<file path="src/rtl/uart_frame_loader.sv">
// Assembles label + multi-byte pixel stream from uart_rx into row-major memory writes,
// with inter-byte timeout resync and a one-character ASCII reply of the classifier result.
module uart_frame_loader #(
    parameter int unsigned IMG_W          = 28,
    parameter int unsigned IMG_H          = 28,
    parameter int unsigned BYTES_PER_PIX  = 4,
    parameter int unsigned ADDR_W         = 10,
    parameter int unsigned TIMEOUT_CYCLES = 100000
) (
    input  logic                         sys_clk,
    input  logic                         rst,
    input  logic                         in_ready,
    input  logic [7:0]                   in_data,
    output logic                         wr_en,
    output logic [ADDR_W-1:0]            wr_addr,
    output logic [8*BYTES_PER_PIX-1:0]   wr_data,
    output logic [7:0]                   label,
    output logic                         label_valid,
    output logic                         frame_done,
    output logic                         frame_err,
    output logic                         busy,
    input  logic                         result_valid,
    input  logic [3:0]                   result,
    input  logic                         tx_ready,
    output logic                         tx_start,
    output logic [7:0]                   tx_data
);

    localparam int unsigned PIX_W = 8 * BYTES_PER_PIX;
    localparam int unsigned X_W   = (IMG_W > 1) ? $clog2(IMG_W) : 1;
    localparam int unsigned Y_W   = (IMG_H > 1) ? $clog2(IMG_H) : 1;
    localparam int unsigned BI_W  = (BYTES_PER_PIX > 1) ? $clog2(BYTES_PER_PIX) : 1;
    localparam int unsigned SH_W  = BI_W + 3;
    localparam int unsigned TMO_W = $clog2(TIMEOUT_CYCLES + 1);

    typedef enum logic [1:0] {
        WAIT_LABEL,
        RX_PIX,
        WAIT_RESULT,
        SEND
    } state_t;

    state_t             state;
    logic [X_W-1:0]     x;
    logic [Y_W-1:0]     y;
    logic [ADDR_W-1:0]  addr;
    logic [BI_W-1:0]    byte_idx;
    logic [PIX_W-1:0]   acc;
    logic [TMO_W-1:0]   tmo_cnt;

    logic [SH_W-1:0]    shift;
    logic [PIX_W-1:0]   acc_next;
    logic [7:0]         result_char;
    logic               last_byte;
    logic               last_col;
    logic               last_row;

    assign busy = (state != WAIT_LABEL);

    // Byte 0 starts a fresh pixel so nothing from the previous pixel survives.
    always_comb begin
        shift    = {byte_idx, 3'b000};
        acc_next = (byte_idx == '0) ? '0 : acc;
        acc_next = (acc_next & ~(PIX_W'(8'hFF) << shift)) | (PIX_W'(in_data) << shift);
    end

    always_comb begin
        result_char = (result <= 4'd9) ? (8'h30 + {4'b0000, result}) : 8'h3F;
        last_byte   = (byte_idx == BI_W'(BYTES_PER_PIX - 1));
        last_col    = (x == X_W'(IMG_W - 1));
        last_row    = (y == Y_W'(IMG_H - 1));
    end

    always_ff @(posedge sys_clk) begin
        if (rst) begin
            state       <= WAIT_LABEL;
            x           <= '0;
            y           <= '0;
            addr        <= '0;
            byte_idx    <= '0;
            acc         <= '0;
            tmo_cnt     <= '0;
            wr_en       <= 1'b0;
            wr_addr     <= '0;
            wr_data     <= '0;
            label       <= '0;
            label_valid <= 1'b0;
            frame_done  <= 1'b0;
            frame_err   <= 1'b0;
            tx_start    <= 1'b0;
            tx_data     <= '0;
        end else begin
            wr_en      <= 1'b0;
            frame_done <= 1'b0;
            frame_err  <= 1'b0;
            tx_start   <= 1'b0;

            case (state)
                WAIT_LABEL: begin
                    if (in_ready) begin
                        label       <= in_data;
                        label_valid <= 1'b1;
                        tmo_cnt     <= '0;
                        state       <= RX_PIX;
                    end
                end

                RX_PIX: begin
                    // A byte landing on the expiry cycle wins over the timeout.
                    if (in_ready) begin
                        tmo_cnt <= '0;
                        acc     <= acc_next;
                        if (last_byte) begin
                            byte_idx <= '0;
                            wr_en    <= 1'b1;
                            wr_data  <= acc_next;
                            wr_addr  <= addr;
                            if (last_col) begin
                                x <= '0;
                                if (last_row) begin
                                    y          <= '0;
                                    addr       <= '0;
                                    frame_done <= 1'b1;
                                    state      <= WAIT_RESULT;
                                end else begin
                                    y    <= y + Y_W'(1);
                                    addr <= addr + ADDR_W'(1);
                                end
                            end else begin
                                x    <= x + X_W'(1);
                                addr <= addr + ADDR_W'(1);
                            end
                        end else begin
                            byte_idx <= byte_idx + BI_W'(1);
                        end
                    end else if (tmo_cnt == TMO_W'(TIMEOUT_CYCLES - 1)) begin
                        frame_err   <= 1'b1;
                        label_valid <= 1'b0;
                        x           <= '0;
                        y           <= '0;
                        addr        <= '0;
                        byte_idx    <= '0;
                        tmo_cnt     <= '0;
                        state       <= WAIT_LABEL;
                    end else begin
                        tmo_cnt <= tmo_cnt + TMO_W'(1);
                    end
                end

                WAIT_RESULT: begin
                    if (result_valid) begin
                        tx_data <= result_char;
                        state   <= SEND;
                    end
                end

                SEND: begin
                    if (tx_ready) begin
                        tx_start    <= 1'b1;
                        label_valid <= 1'b0;
                        state       <= WAIT_LABEL;
                    end
                end

                default: state <= WAIT_LABEL;
            endcase
        end
    end

endmodule

</file>
<file path="config.mk">
export PLATFORM = sky130hd
export DESIGN_NAME = uart_frame_loader
export DESIGN_NICKNAME = d
export VERILOG_FILES = /design/src/rtl/uart_frame_loader.sv
export SDC_FILE = /design/constraint.sdc
export NUM_CORES = 1
export LEC_CHECK = 0
export ABC_AREA = 1
export BUFFER_PORTS_ARGS = -buffer_cell sky130_fd_sc_hd__buf_2
export CORE_MARGIN = 1.5
export CORE_UTILIZATION = 40
export CTS_CLUSTER_DIAMETER = 30
export DETAILED_ROUTE_END_ITERATION = 6
export PLACE_DENSITY = 0.69
export SLEW_MARGIN = 30
export SYNTH_ARGS = -nofsm -noshare
export SYNTH_HDL_FRONTEND = slang
export SYNTH_SLANG_ARGS = --single-unit
</file>
<file path="constraint.sdc">
create_clock -name sys_clk -period 2.2 [get_ports sys_clk]
set_input_delay 0.11 -clock sys_clk [delete_from_list [all_inputs] [get_ports sys_clk]]
set_output_delay 0.11 -clock sys_clk [all_outputs]
set_load 0.05 [all_outputs]
</file>
# After elaboration in Yosys (flattened, before gate mapping)
# Cells that the tools add are included.
dict set report classes {
  n_addsub 6
  n_lt_le_gt_ge 1
  n_eq_ne 18
  n_shift 2
  n_mux 39
  bitwise_logic 8
  n_reduce_logical 20
}
# cell n
set op_table {}
lappend op_table {{17-bit two-way mux} 3}
lappend op_table {{10-bit two-way mux} 5}
lappend op_table {{5-bit two-way mux} 8}
lappend op_table {{17-bit case mux with 2 select lines} 1}
lappend op_table {{32-bit bitwise AND} 1}
lappend op_table {{32-bit two-way mux} 1}
lappend op_table {{32-bit NOT} 1}
lappend op_table {{32-bit OR} 1}
lappend op_table {{8-bit by 5-bit left shift with 32-bit output} 1}
lappend op_table {{8-bit by 5-bit left shift with 32-bit output (first input constant)} 1}
lappend op_table {{2-bit two-way mux} 10}
lappend op_table {{17-bit by 1-bit adder with 17-bit output (second input constant)} 1}
lappend op_table {{17-bit equality test (second input constant)} 1}
lappend op_table {{3-bit != test (second input constant)} 4}
lappend op_table {{10-bit by 1-bit adder with 10-bit output (second input constant)} 1}
lappend op_table {{5-bit by 1-bit adder with 5-bit output (second input constant)} 2}
lappend op_table {{5-bit equality test (second input constant)} 2}
lappend op_table {{2-bit != test (second input constant)} 5}
lappend op_table {{2-bit AND reduction} 5}
lappend op_table {{1-bit two-way mux} 8}
lappend op_table {{2-bit case mux with 4 select lines} 1}
lappend op_table {{6-bit by 4-bit adder with 7-bit output (first input constant)} 1}
lappend op_table {{7-bit two-way mux} 1}
lappend op_table {{7-bit AND reduction} 1}
lappend op_table {{other kinds (16)} 28}
dict set report word_totals {
  ff_bits 136
  input_bits 17
  out_inout_bits 64
  elab_cells 110
}

# Depth between registers and ports, before layout
# Gate-level depths: netlist of run 1.
dict set report logic_depth {
  word_depth 6
  ltp_mapped 10
  ltp_nobuf 10
}

# Worst setup path after synthesis of run 1
# Ideal clock, no wire load.
dict set report synth_path {
  path_type {register -> register}
  from {register byte_idx[1]}
  to {register wr_data[20]}
  setup_ps 81
  arrival_time_ps 1868
  required_time_ps 2119
  setup_slack_ps 251
  path_stages_with_launch 9
  path_buffers 3
  synth_period_minus_slack_ps 1949
  cell_sequence {dfxtp_1 -> buf_2 -> clkinv_1 -> clkbuf_1 -> ha_1 -> clkbuf_1 -> o32ai_1 -> inv_1 -> a211oi_2}
}
dict set report synth_via {
  elab_chain_len 4
  elab_cells_between_ends 9
  cone_classes {eq/ne (1); shift (2); mux (1); bitwise (3); reduce/logical (2)}
}
# item line
set synth_lines {}
lappend synth_lines {{start: declaration} 47} ;# logic [BI_W-1:0] byte_idx;
lappend synth_lines {{start signal: assignment} 134} ;# byte_idx <= byte_idx + BI_W'(1);
lappend synth_lines {{8-bit by 5-bit left shift with 32-bit output / 2-bit logical NOT (equally long branches)} {64, 63}}
lappend synth_lines {{32-bit NOT / 32-bit two-way mux (equally long branches)} {64, 63}}
lappend synth_lines {{32-bit bitwise AND} 64} ;# acc_next = (acc_next & ~(PIX_W'(8'hFF) << shift)) | (PIX_W'(in_data) << shift);
lappend synth_lines {{32-bit OR} 64}
lappend synth_lines {{end signal: assignment} 116} ;# wr_data <= acc_next;
lappend synth_lines {{end: declaration} 16} ;# output logic [8*BYTES_PER_PIX-1:0] wr_data,
# Parallel ways exist; a longest one is shown, timed or not.
# A chain may end at the register's enable or synchronous reset.

# Worst setup path after layout of run 1
dict set report layout_path {
  from {register state[0]}
  to {register tmo_cnt[11]}
}
dict set report layout_via {
  elab_chain_len 3
  elab_cells_between_ends 6
  cone_classes {eq/ne (2); mux (1); reduce/logical (3)}
}
# item line
set layout_lines {}
lappend layout_lines {{start: declaration} 43} ;# state_t state;
lappend layout_lines {{start signal: assignment} 76} ;# state <= WAIT_LABEL;
lappend layout_lines {{start signal: assignment} 104} ;# state <= RX_PIX;
lappend layout_lines {{start signal: assignment} 124} ;# state <= WAIT_RESULT;
lappend layout_lines {{2-bit by 1-bit equality test with 1-bit output / 2-bit logical NOT (equally long branches)} 98} ;# case (state)
lappend layout_lines {{2-bit nonzero test (no line) / 2-bit != test (equally long branches)} -}
lappend layout_lines {{2-bit AND reduction (no line)} -}
lappend layout_lines {{end signal: assignment} 146} ;# tmo_cnt <= tmo_cnt + TMO_W'(1);
lappend layout_lines {{end: declaration} 49} ;# logic [TMO_W-1:0] tmo_cnt;
# Parallel ways exist; a longest one is shown, timed or not.

==> flow_summary.json, run 1 <==
{
  "status": "finished, final reports clean",
  "hold_path.startpoint": "in_data[3]",
  "synthesis.area_sq_mm": 0.00617,
  "ant_nets": 0,
  "rsz0062_at_grt": "no",
  "syn_inst": 816,
  "synthDistinctLibCells": 37,
  "area_growth_pct": 20.0,
  "cap_violations": 0,
  "dp_hpwl_mm": 10.1,
  "cts_resized": 0,
  "seq_area_frac_synth_pct": 43.1,
  "ys_warn_count": 0,
  "holdPathStages": 3,
  "row_count": 45,
  "syn_avg_cell_area_sq_um": 7.56,
  "setup_viol": 0,
  "grt_pass1_vias": 5037,
  "multiInputGateArea_sq_mm": 0.00288,
  "grt-ovfl-total": 0,
  "dr.pass1.iters": 7,
  "tightestPinTransition_ns": 0.775,
  "p_leak_nw": 2.91,
  "slew_headroom_pct": 48.3,
  "clockRootBuffer": "clkbuf_16",
  "fin_nets": 917,
  "clock_sinks": 133,
  "min_to": "label[3]",
  "n_antenna_cell": 0,
  "worst-setup-path-type": "reg -> reg",
  "fp.dieH_um": 127,
  "gp_congestion": 0.871,
  "start_util_pct": 40.7,
  "slew_violations": 0,
  "post_drt_wl_per_cell_um": 13.5,
  "r2r_slack_ns": 0.32,
  "track_usage_pct": 19.1,
  "clkTransAtPathRegs_ns": 0.06,
  "r2r_cells": 9,
  "grt_pass1_wl_mm": 24.9,
  "period_share_pct": 85.7,
  "critPathCaptureType": "register",
  "io_pins": 81,
  "htree_levels": 4,
  "drc_errors": 0,
  "drt_wl_total_mm": 14.7,
  "fillCellCount": 1460,
  "regArea_sq_mm": 0.00266,
  "hold_path.class": "in -> reg",
  "fin_tns_setup_ns": 0,
  "drtIter0Drc": 471,
  "grt_max_degree": 56,
  "critical_path.max_fanout": 9,
  "skew_ns": 0.00736,
  "core_sq_mm": 0.0151,
  "cts_tree": "done",
  "required_ns": 2.51,
  "vias_per_cell": 5.07,
  "fin_crit_ns": 1.88,
  "p_per_area_mw_per_mm2": 819,
  "vias": 5545,
  "clockBufferDepth": 2,
  "antenna_found_initial": 0,
  "fmax_mhz": 531,
  "fp.dieW_um": 127,
  "reg2reg_from": "state[0]",
  "dieArea_sq_mm": 0.0162,
  "port_buffers": 78,
  "startpoint_type": "register",
  "layout-drive-gt1-share_pct": 19.0,
  "vdd_drop_max_mv": 0.667,
  "cp.arrival_ns": 2.20,
  "cts_made_buffers": 17,
  "postLayoutCoreUtil_pct": 48.9,
  "clock_latency_ns": 0.42,
  "hold_viol": 0,
  "r2r_end": "tmo_cnt[11]",
  "ys_seq_elements": 133
}
-- power breakdown --
| part | leakage [nW] | switching [mW] | internal [mW] |
|---|---|---|---|
| Combinational | 1.56 | 0.466 | 0.186 |
| Clock | 0.278 | 1.06 | 1.81 |
| Sequential | 1.08 | 0.0479 | 2.50 |
| Total | 2.91 | 1.57 | 4.49 |
-- cell usage in the layout (no fill, tap or decap), types with 2 or more instances in the layout --
cell,Yosys,layout
inv_1,95,95
o21a_1,2,2
or2_2,2,2
nor3b_1,2,2
a21oi_1,78,78
nand4_1,11,11
bufinv_16,0,3
conb_1,1,2
nor3_1,18,18
nand3_1,44,44
dlygate4sd3_1,0,8
o21ai_1,2,2
clkbuf_1,26,2
nor4_1,3,3
nor2_1,104,104
o32ai_1,16,16
clkinv_2,0,2
buf_4,14,18
nand2_1,112,112
inv_2,3,3
ha_1,8,8
clkbuf_16,0,17
clkinv_1,3,3
clkinvlp_4,0,5
xnor2_1,2,2
buf_2,8,78
clkinv_4,0,2
dfxtp_1,133,133
o21ai_0,62,62
o22ai_1,16,16
buf_12,0,2
xor2_1,8,8
nor2_4,2,2
a211oi_2,30,30
-- cells in the mapped netlist --
library cell	n	area share (%)
clkinv_1	3	0.18
nand2_2	1	0.10
inv_1	95	5.8
o21ai_0	62	5.0
dfxtp_1	133	43
nand4_1	11	1.1
nor3b_1	2	0.24
a211oi_2	30	6.1
buf_2	8	0.65
o22ai_1	16	1.6
nor2_1	104	6.3
buf_4	14	1.7
nor4_1	3	0.30
nand2_4	1	0.18
o21ai_2	1	0.14
nor2_4	2	0.36
inv_2	3	0.18
nor3_2	1	0.16
o21a_1	2	0.24
buf_1	2	0.12
nand2_1	112	6.8
conb_1	1	0.061
xor2_1	8	1.1
nand3_1	44	3.6
a21oi_1	78	6.3
nor3_1	18	1.5
o32ai_1	16	2.3
o21bai_1	1	0.12
nand3_2	1	0.16
nor2_2	1	0.10
nor2_8	1	0.32
ha_1	8	1.6
o31ai_1	1	0.12
xnor2_1	2	0.28
o21ai_1	2	0.16
or2_2	2	0.20
clkbuf_1	26	1.6
-- what timing repair did --
| item | 4_1_cts | 5_1_grt |
|---|---|---|
| setup buffers | 0 | 0 |
| hold endpoints to repair | 8 | 0 |
| hold buffers | 8 | 0 |
-- state kept, by name, indices dropped and copies added, names as in the netlist, 2 cells and up, named ones only --
signal,count
acc,32
addr,10
byte_idx,2
label,8
tmo_cnt,17
tx_data,5
wr_addr,10
wr_data,32
x,5
y,5
-- worst max-delay path, stage by stage (launching register included) --
cell,delay (ns)
dfxtp_1,0.43
inv_2,0.08
nor2_4,0.16
inv_2,0.07
nand2_1,0.20
clkinv_1,0.28
nor3_1,0.34
a21oi_1,0.08
nor2_1,0.10
nor2_1,0.04
-- through the flow --
stage               setup slack (ns)  instances  total power, mW  cell area, sq um  hold WS [ns]
finish                         0.315       1093             6.07              7410       0.00944
global route                  0.0636       1093             6.31              7410        0.0347
CTS                            0.325       1093             6.12              7410       0.00101
detailed placement             0.358       1053             3.24              6730         0.383
global placement               0.369       1053             3.23              6730         0.377
floorplan                      0.251        817             3.07              6170         0.244
-- how the worst max path moves through the flow --
stage                      from          end  slack, ns  cells past startpoint
floorplan           byte_idx[1]  wr_data[20]       0.25                      8
global placement       state[0]  tmo_cnt[11]       0.37                      9
detailed placement     state[0]  wr_data[23]       0.36                      9
CTS                    state[0]  wr_data[22]       0.32                      9
global route           state[0]  tmo_cnt[11]       0.06                      9
finish                 state[0]  tmo_cnt[11]       0.32                      9
-- layout make-up --
class                   instances  share of cell area (%)
clock buffers                  20                    6.03
clock inverters                12                    2.09
inverters                     101                    5.12
multi-input cells             533                    38.9
flip-flops and latches        133                    35.9
well taps                     188                    3.18
repair buffers                106                    8.72
-- routing by layer --
metal	wire length (um)	GRT usage (%)	vias up
met1	7190	25.9	2509
met5	0	0	-
li1	-	-	2871
met4	299	7.75	0
met2	6640	29.7	139
met3	590	3.89	26
-- cells by family after synthesis --
| logic type | count (synthesis) | synth area share, % |
|---|---|---|
| other cells | 1 | 0.0608 |
| compound gates | 209 | 22.1 |
| simple gates | 304 | 21.4 |
| xor+xnor | 10 | 1.42 |
| fa+ha+maj | 8 | 1.62 |
| buf+inv | 151 | 10.2 |
| flops | 133 | 43.1 |
No activity file was read; power rests on OpenSTA's default activity.
==> run 2, diff against run 1 <==
==> constraint.sdc (replaced) <==
create_clock -name sys_clk -period 2.05 [get_ports sys_clk]
set_input_delay 0.1025 -clock sys_clk [delete_from_list [all_inputs] [get_ports sys_clk]]
set_output_delay 0.1025 -clock sys_clk [all_outputs]
set_load 0.05 [all_outputs]
==> run 2 against run 1 <==
  * Die area unchanged
  * Register-to-register slack worse by 0.16 ns
  * Power up 5.1%
  * Worst hold slack better by 0.017 ns
  * Routed wire length up 3.8%
  * Setup slack worse by 0.16 ns
  * Non-clock buffer count up 16
  * Sequential share of layout area down 0.52 points
  * First-iteration DRC count down 9.8%
==> flow_summary.json, run 2 (synthesized netlist as in run 1, its figures left out) <==
{
  "holdPathStages": 4,
  "postLayoutCoreUtil_pct": 49.6,
  "clock_sinks": 133,
  "clock_latency_ns": 0.42,
  "dieArea_sq_mm": 0.0162,
  "vias_per_cell": 5.10,
  "dr.pass1.iters": 6,
  "fin_crit_ns": 1.89,
  "status": "finished, final reports clean",
  "cp.arrival_ns": 2.21,
  "clockRootBuffer": "clkbuf_16",
  "p_per_area_mw_per_mm2": 849,
  "rsz0062_at_grt": "no",
  "clockBufferDepth": 2,
  "critPathCaptureType": "register",
  "min_to": "wr_en",
  "reg2reg_from": "x[0]",
  "drt_wl_total_mm": 15.3,
  "tightestPinTransition_ns": 0.789,
  "grt_pass1_wl_mm": 24.9,
  "grt_max_degree": 56,
  "grt-ovfl-total": 0,
  "skew_ns": 0.00924,
  "core_sq_mm": 0.0151,
  "path_cells": "ha_1, nand3_1, nor2_2, inv_1, nand2_1, nand2_1, o21a_1, o21ai_0, nor2_1",
  "layout.cells.non_filler": 1109,
  "r2r_cells": 9,
  "grt_pass1_vias": 5096,
  "holdWs_ns": 0.0263,
  "final_common_cell": "dfxtp_1",
  "track_usage_pct": 19.2,
  "r2r_end": "addr[6]",
  "fmax_mhz": 529,
  "startpoint_type": "register",
  "htree_levels": 4,
  "post_drt_wl_per_cell_um": 13.8,
  "fin_tns_setup_ns": 0,
  "clkTransAtPathRegs_ns": 0.06,
  "top_regs": "acc: 32 flops, wr_data: 32 flops, tmo_cnt: 17 flops",
  "hold_viol": 0,
  "vias": 5651,
  "cpMostUsedCell": "nand2_1",
  "n_antenna_cell": 0,
  "drtIter0Drc": 425,
  "start_util_pct": 40.7,
  "antenna_found_initial": 0,
  "cap_violations": 0,
  "period_share_pct": 92.2,
  "slew_violations": 0,
  "area_growth_pct": 21.8,
  "port_buffers": 78,
  "hold_path.class": "in -> reg",
  "setup_viol": 0,
  "p_leak_nw": 2.99,
  "dp_hpwl_mm": 10.2,
  "critical_path.max_fanout": 7,
  "r2r_slack_ns": 0.16,
  "cpMaxStageDelayCell": "dfxtp_1",
  "drc_errors": 0,
  "fp.dieH_um": 127,
  "hold_path.startpoint": "rst",
  "final_cell_mix": "dfxtp_1 (133), nand2_1 (112), nor2_1 (104)",
  "fin_nets": 933,
  "critPathMaxStageDelay_ns": 0.39,
  "cts_tree": "done",
  "dp.cells": 1058,
  "vdd_drop_max_mv": 0.626,
  "critPathTopFamily": "simple AND/OR/NAND/NOR gates",
  "layout-drive-gt1-share_pct": 20.0,
  "cp_num_buf_inv": 1,
  "worst-setup-path-type": "reg -> reg",
  "gp_congestion": 0.838,
  "cts_made_buffers": 17,
  "slew_headroom_pct": 47.4,
  "io_pins": 81,
  "row_count": 45,
  "required_ns": 2.37,
  "fp.dieW_um": 127,
  "ant_nets": 0
}
==> run 2: cell count changes in the layout (fill, tap and decap cells not counted), sizes merged <==
cell and change:
inv +4, buf +12, dlygate4sd3 +4, bufinv -2, clkinvlp -2
==> run 2: per-stage QoR <==
| stage | instance area (sq um) | setup slack (ns) | power, mW |
|---|---|---|---|
| 6_report | 7520 | 0.160 | 6.38 |
| 5_1_grt | 7520 | 0.0254 | 6.65 |
| 4_1_cts | 7450 | 0.191 | 6.42 |
| 3_5_place_dp | 6760 | 0.205 | 3.49 |
| 3_3_place_gp | 6760 | 0.247 | 3.48 |
| 2_1_floorplan | 6170 | 0.101 | 3.30 |
==> run 2: worst max path at each step <==
stage | to | cells past startpoint | slack, ns | startpoint
2_1_floorplan | wr_data[20] | 8 | 0.10 | byte_idx[1]
4_1_cts | y[3] | 8 | 0.19 | x[0]
5_1_grt | addr[8] | 8 | 0.03 | tmo_cnt[0]
3_3_place_gp | addr[6] | 9 | 0.25 | x[0]
6_report | addr[6] | 9 | 0.16 | x[0]
3_5_place_dp | y[3] | 8 | 0.20 | tmo_cnt[10]
==> run 2: final cells by class <==
cell class | count | area [sq um]
repair buffers | 122 | 788
inverters | 101 | 379
multi-input cells | 533 | 2880
clock inverters | 12 | 121
well taps | 188 | 235
fillers | 1410 | 7630
clock buffers | 20 | 447
flip-flops and latches | 133 | 2660
==> run 2: tightest hold or removal path, cell delays in order <==
cell     delay [ns]
buf_2          0.09
inv_1          0.07
nand2_1        0.07
nor2_1         0.06
==> run 2: power breakdown <==
part	total, mW	internal (mW)	switching [mW]
registers	2.73	2.68	0.0519
logic	0.725	0.216	0.509
clock network	2.92	1.72	1.20
==> run 2: metal layers <==
metal / vias up / GRT usage, % / part of all wire [%] / wire (um)
met5: - / 0 / 0 / 0
met4: 0 / 9.63 / 3.0 / 451
met3: 33 / 4.69 / 5.0 / 768
met2: 150 / 30.1 / 46 / 7080
met1: 2563 / 24.7 / 46 / 6970
li1: 2905 / - / - / -
==> run 2: repair_timing <==
| action | in CTS | in global routing |
|---|---|---|
| hold buffers | 12 | 0 |
| gates resized for setup | 0 | 0 |
| setup endpoints to repair | 0 | 2 |
| hold endpoints to repair | 12 | 0 |
| setup buffers | 0 | 7 |
